--- config.mk ---
export PLATFORM = sky130hd
export DESIGN_NAME = ppu_pixel_fifo_mixer
export DESIGN_NICKNAME = d
export VERILOG_FILES = /design/src/rtl/ppu_pixel_fifo_mixer.sv
export SDC_FILE = /design/constraint.sdc
export NUM_CORES = 1
export LEC_CHECK = 0
export CAP_MARGIN = 5
export CORE_ASPECT_RATIO = 0.75
export CORE_UTILIZATION = 43
export DETAILED_ROUTE_END_ITERATION = 8
export GPL_ROUTABILITY_DRIVEN = 0
export HOLD_SLACK_MARGIN = 0.05
export PLACE_DENSITY_LB_ADDON = 0.15
export REMOVE_ABC_BUFFERS = 1
export SYNTH_ARGS = -nofsm -noshare
export SYNTH_HDL_FRONTEND = slang
export SYNTH_SLANG_ARGS = --single-unit
--- constraint.sdc ---
create_clock -name clk_i -period 2.1 [get_ports clk_i]
set_input_delay 0.525 -clock clk_i [delete_from_list [all_inputs] [get_ports clk_i]]
set_output_delay 0.525 -clock clk_i [all_outputs]
set_load 0.02 [all_outputs]
--- src/rtl/ppu_pixel_fifo_mixer.sv ---
// PPU pixel FIFO: circular BG FIFO, 8-entry OBJ FIFO aligned to the BG head, fine-scroll discard,
// sprite/BG priority mixing and palette lookup. Optional OBJ path enabled by PPU_PXFIFO_OBJ_EN.
module ppu_pixel_fifo_mixer #(
    parameter int DEPTH  = 16,
    parameter int LINE_W = 160
) (
    input  logic       clk_i,
    input  logic       rst_ni,
    input  logic       flush_i,
    input  logic [2:0] discard_i,
    input  logic       bg_load_valid_i,
    output logic       bg_load_ready_o,
    input  logic [7:0] bg_row_lo_i,
    input  logic [7:0] bg_row_hi_i,
    input  logic       obj_load_valid_i,
    input  logic [7:0] obj_row_lo_i,
    input  logic [7:0] obj_row_hi_i,
    input  logic       obj_pal_i,
    input  logic       obj_prio_i,
    input  logic       bg_en_i,
    input  logic [7:0] bgp_i,
    input  logic [7:0] obp0_i,
    input  logic [7:0] obp1_i,
    output logic       px_valid_o,
    input  logic       px_ready_i,
    output logic [1:0] px_out_o,
    output logic       line_done_o
);
    localparam int CW = $clog2(DEPTH + 1);
    localparam int PW = $clog2(DEPTH);

    logic [DEPTH-1:0][1:0] bg_mem_q;
    logic [PW-1:0]         rd_ptr_q, wr_ptr_q, rd_next, wr_next;
    logic [CW-1:0]         bg_count_q, bg_count_d;
    logic [2:0]            disc_cnt_q;
    logic [7:0]            px_x_q;
    logic                  merge, pop_ok, load_fire, drop, vis_pop, shift;
    logic [1:0]            bg_head, bc, mix;

    assign bg_load_ready_o = (bg_count_q <= CW'(DEPTH - 8));
    assign load_fire       = bg_load_valid_i & bg_load_ready_o;
    assign pop_ok          = (bg_count_q != '0) & ~merge;
    assign drop            = pop_ok & (disc_cnt_q != 3'd0);
    assign px_valid_o      = pop_ok & (disc_cnt_q == 3'd0) & (px_x_q < 8'(LINE_W));
    assign vis_pop         = px_valid_o & px_ready_i;
    assign shift           = drop | vis_pop;
    assign line_done_o     = (px_x_q == 8'(LINE_W));

    assign rd_next    = (rd_ptr_q == PW'(DEPTH - 1)) ? '0 : rd_ptr_q + PW'(1);
    // Rows always land on 8-aligned slots, so a row never straddles the wrap point.
    assign wr_next    = (wr_ptr_q == PW'(DEPTH - 8)) ? '0 : wr_ptr_q + PW'(8);
    assign bg_count_d = bg_count_q + (load_fire ? CW'(8) : '0) - (shift ? CW'(1) : '0);

    assign bg_head = bg_mem_q[rd_ptr_q];
    assign bc      = bg_en_i ? bg_head : 2'd0;

    always_ff @(posedge clk_i or negedge rst_ni) begin
        if (!rst_ni) begin
            bg_mem_q   <= '0;
            rd_ptr_q   <= '0;
            wr_ptr_q   <= '0;
            bg_count_q <= '0;
            disc_cnt_q <= '0;
            px_x_q     <= '0;
        end else if (flush_i) begin
            rd_ptr_q   <= '0;
            wr_ptr_q   <= '0;
            bg_count_q <= '0;
            disc_cnt_q <= discard_i;
            px_x_q     <= '0;
        end else begin
            if (load_fire) begin
                for (int i = 0; i < 8; i++)
                    bg_mem_q[PW'(int'(wr_ptr_q) + i)] <= {bg_row_hi_i[7-i], bg_row_lo_i[7-i]};
                wr_ptr_q <= wr_next;
            end
            if (shift)   rd_ptr_q   <= rd_next;
            if (drop)    disc_cnt_q <= disc_cnt_q - 3'd1;
            if (vis_pop) px_x_q     <= px_x_q + 8'd1;
            bg_count_q <= bg_count_d;
        end
    end

`ifdef PPU_PXFIFO_OBJ_EN
    logic [7:0][1:0] obj_col_q;
    logic [7:0]      obj_pal_q, obj_prio_q;
    logic [1:0]      oc;

    assign merge = obj_load_valid_i;
    assign oc    = obj_col_q[0];

    always_ff @(posedge clk_i or negedge rst_ni) begin
        if (!rst_ni) begin
            obj_col_q  <= '0;
            obj_pal_q  <= '0;
            obj_prio_q <= '0;
        end else if (flush_i) begin
            obj_col_q  <= '0;
            obj_pal_q  <= '0;
            obj_prio_q <= '0;
        end else if (merge) begin
            // Only transparent slots take the new sprite: earlier OAM index keeps priority.
            for (int i = 0; i < 8; i++) begin
                if (obj_col_q[i] == 2'd0) begin
                    obj_col_q[i]  <= {obj_row_hi_i[7-i], obj_row_lo_i[7-i]};
                    obj_pal_q[i]  <= obj_pal_i;
                    obj_prio_q[i] <= obj_prio_i;
                end
            end
        end else if (shift) begin
            for (int i = 0; i < 7; i++) begin
                obj_col_q[i]  <= obj_col_q[i+1];
                obj_pal_q[i]  <= obj_pal_q[i+1];
                obj_prio_q[i] <= obj_prio_q[i+1];
            end
            obj_col_q[7]  <= 2'd0;
            obj_pal_q[7]  <= 1'b0;
            obj_prio_q[7] <= 1'b0;
        end
    end

    always_comb begin
        mix = bgp_i[{bc, 1'b0} +: 2];
        if (oc != 2'd0 && (!obj_prio_q[0] || bc == 2'd0))
            mix = obj_pal_q[0] ? obp1_i[{oc, 1'b0} +: 2] : obp0_i[{oc, 1'b0} +: 2];
    end
`else
    logic unused_obj;
    assign unused_obj = ^{obj_load_valid_i, obj_row_lo_i, obj_row_hi_i, obj_pal_i, obj_prio_i,
                          obp0_i, obp1_i};
    assign merge      = 1'b0;
    assign mix        = bgp_i[{bc, 1'b0} +: 2];
`endif

    assign px_out_o = px_valid_o ? mix : 2'd0;

endmodule

==> metrics.txt <==
Skew-Pair Late Insertion Delay roughly 0.31 ns; DR WL/cell 14.9 um; total track usage a little under a fifth; max_slew headroom between 70 and 80%; r2r setup slk -0.08 ns; Max-Cap Viols 0; Core Region 0.00589 mm^2; 1st-iter DRT viols 67; post-synthesis register bit count 53; Die ar. 0.00651 mm^2; Die H ~70 um; Die X 92.8 um; CP Cell Sequence mux4_2, mux2i_4, o22ai_2, mux2_2, o2bb2ai_1, buf_2; final setup margin -0.627 ns; synthesis-to-layout area growth 38.2%; Fillers approximately 480; # DRC 0; total routed wirelength 5590 um; clk sinks 53; Data required, critical path 1.57 ns; Worst Skew 0.0118 ns; layout cells sized above 1 between 30% and 40%; Pleak 1.70 nW; critical path startpoint category flip-flop; pwr/cell area 1230 mW/mm^2; Hold Path Class in -> async; Boundary Pins 73; area leader, netlist dfrtp_1; post-synth top area share approximately half; met2 wire len 2440 um; routed vias 1854; final non-filler cell total 375; post-synthesis sequential area ratio about half; failing checks setup timing; placed insts between 300 and 400; Crit Path Category reg -> out; clock root cell clkbuf_8; count leader, synth dfrtp_1; Slew @ Worst Pin between 0.3 and 0.4 ns; Max FO, Critical Path 5; ys flop type dfrtp_1; mapped cell area 0.00266 mm^2; Max Root-Sink Buffers 2; # hold bufs at CTS 0; total number of H-tree levels 2; port bufs 37; yosys synthesis warning count 0; total power 4.53 mW; Synth top cells by count dfrtp_1, clkbuf_1, nand2_1, nor2_1, inv_1; Layout Nets 375; Crit-path slowest cell mux4_2; total gr overflow 0; Metal-1 WL 2940 um; Worst path max stage delay 0.55 ns; top routing layer used met4; initial antenna violation count 0; crit share post-route 130%; Ant. Diodes 0; peak supply drop 0.494 mV; clock slew at reported path FFs 0.10 ns; Final ANT Viol Nets 0; Post-synth ARST share 100%; hold violation count in the final report 0; R2R Path Start bg_count_q[0]; Max Transition Viols Final 0; Post-synth EDFFs 0; Yosys cell types 39; metal3 WL 176 um; row count 24; global-route wire length before repair 9100 um; Initial Util between 40% and 50%; first-pass iteration count of the detailed router 4; CTS tree yes; Num CTS Buffers 5; syn_area_per_cell around 12 um^2; min Tclk post-route 2.73 ns; CP Data Arrival Time 2.20 ns; Detailed Place HPWL 3950 um; worst reg2reg path depth 7; Max Fclk 367 MHz; status finished with violations; Worst setup EP type output port; vias in the first global route 1857; delay-heaviest family, CP multiplexers; Setup WS pre-CTS -0.822 ns; CP bufs+invs 1; r2r endpoint bg_mem_q[10]; Final Util between 60% and 70%; Setup TNS Final -2.39 ns; synth top area cells dfrtp_1, mux4_2, mux2_4; Avg Vias per Cell 4.94; Final setup viols 22; RSZ-0062 raised after global routing true; largest net degree at the start of global routing 54; Syn Inst Count 225
registers in the layout, indices dropped and copies added (netlist names):
register    count
disc_cnt_q      3
bg_mem_q       32
rd_ptr_q        4
bg_count_q      5
px_x_q          8
wr_ptr_q        1
cells by family after synthesis:
logic type                 Yosys count  synth area share, %
adders and majority gates           11                 5.46
buffers and inverters               35                 5.93
DFF                                 53                 49.9
muxes                               33                 18.4
AOI/OAI and AO/OA                   27                 6.77
xor gates and xnor gates            12                 3.95
and+or+nand+nor                     54                 9.60
layout make-up:
type	instances	area [um^2]	share of cell area [%]
well taps	78	97.6	2.65
clock buffers	6	72.6	1.97
inverters	12	45.0	1.23
multi-input cells	137	1310	35.6
flip-flops and latches	53	1330	36.1
clock inverters	2	38.8	1.06
repair buffers	87	786	21.4
routing by layer:
metal	global-route usage [%]	vias up
li1	-	907
met1	29.0	911
met2	25.8	31
met3	3.92	5
met4	3.59	0
met5	0	-
power breakdown:
group | switching, mW | leakage (nW) | internal (mW)
logic | 0.999 | 0.952 | 1.38
registers | 0.182 | 0.689 | 1.28
clock network | 0.331 | 0.0554 | 0.358
total | 1.51 | 1.70 | 3.02
metrics by stage:
step | cell area, um^2 | hold slack, ns
2_1_floorplan | 2550 | 0.229
4_1_cts | 3600 | 0.202
3_5_place_dp | 3370 | 0.363
3_3_place_gp | 3370 | 0.361
5_1_grt | 3680 | 0.206
6_report | 3680 | 0.195
worst max-delay path by stage:
| stage | from | to | cells after the start |
|---|---|---|---|
| after floorplan | rd_ptr_q[0] | px_out_o[1] | 5 |
| after global placement | bg_en_i | px_out_o[0] | 6 |
| after detailed placement | rd_ptr_q[0] | px_out_o[0] | 6 |
| after CTS | rd_ptr_q[0] | px_out_o[0] | 6 |
| after global routing | rd_ptr_q[0] | px_out_o[1] | 6 |
| final | rd_ptr_q[0] | px_out_o[1] | 6 |
cells in the final DEF, fill, tap and decap left out, types with 2 or more instances in the layout:
cell and n:
and3_1 2, o2bb2ai_1 2, dfrtp_1 51, nand3_1 3
mux2_4 11, clkbuf_8 5, nor2_1 14, buf_2 4
xnor2_1 6, mux2i_1 5, a21oi_1 5, mux2_2 7
o21ai_0 7, mux4_2 8, dfrtp_2 2, buf_6 6
inv_2 3, nor2_4 3, ha_1 6, nand4_1 2
buf_12 2, a21o_1 2, a31oi_1 2, a21oi_2 2
nand2b_1 3, ha_4 4, nand2_1 16, nor3_1 2
inv_1 9, or3_4 2, xor2_1 5, buf_4 43
clkdlybuf4s50_1 31
what timing repair did:
item,4_1_cts,5_1_grt
cloned,0,1
resized for setup,47,12
pin swaps,11,4
endpoints found under the setup margin,24,23
setup buffers,3,1
Power figures use the tool's default switching activity.
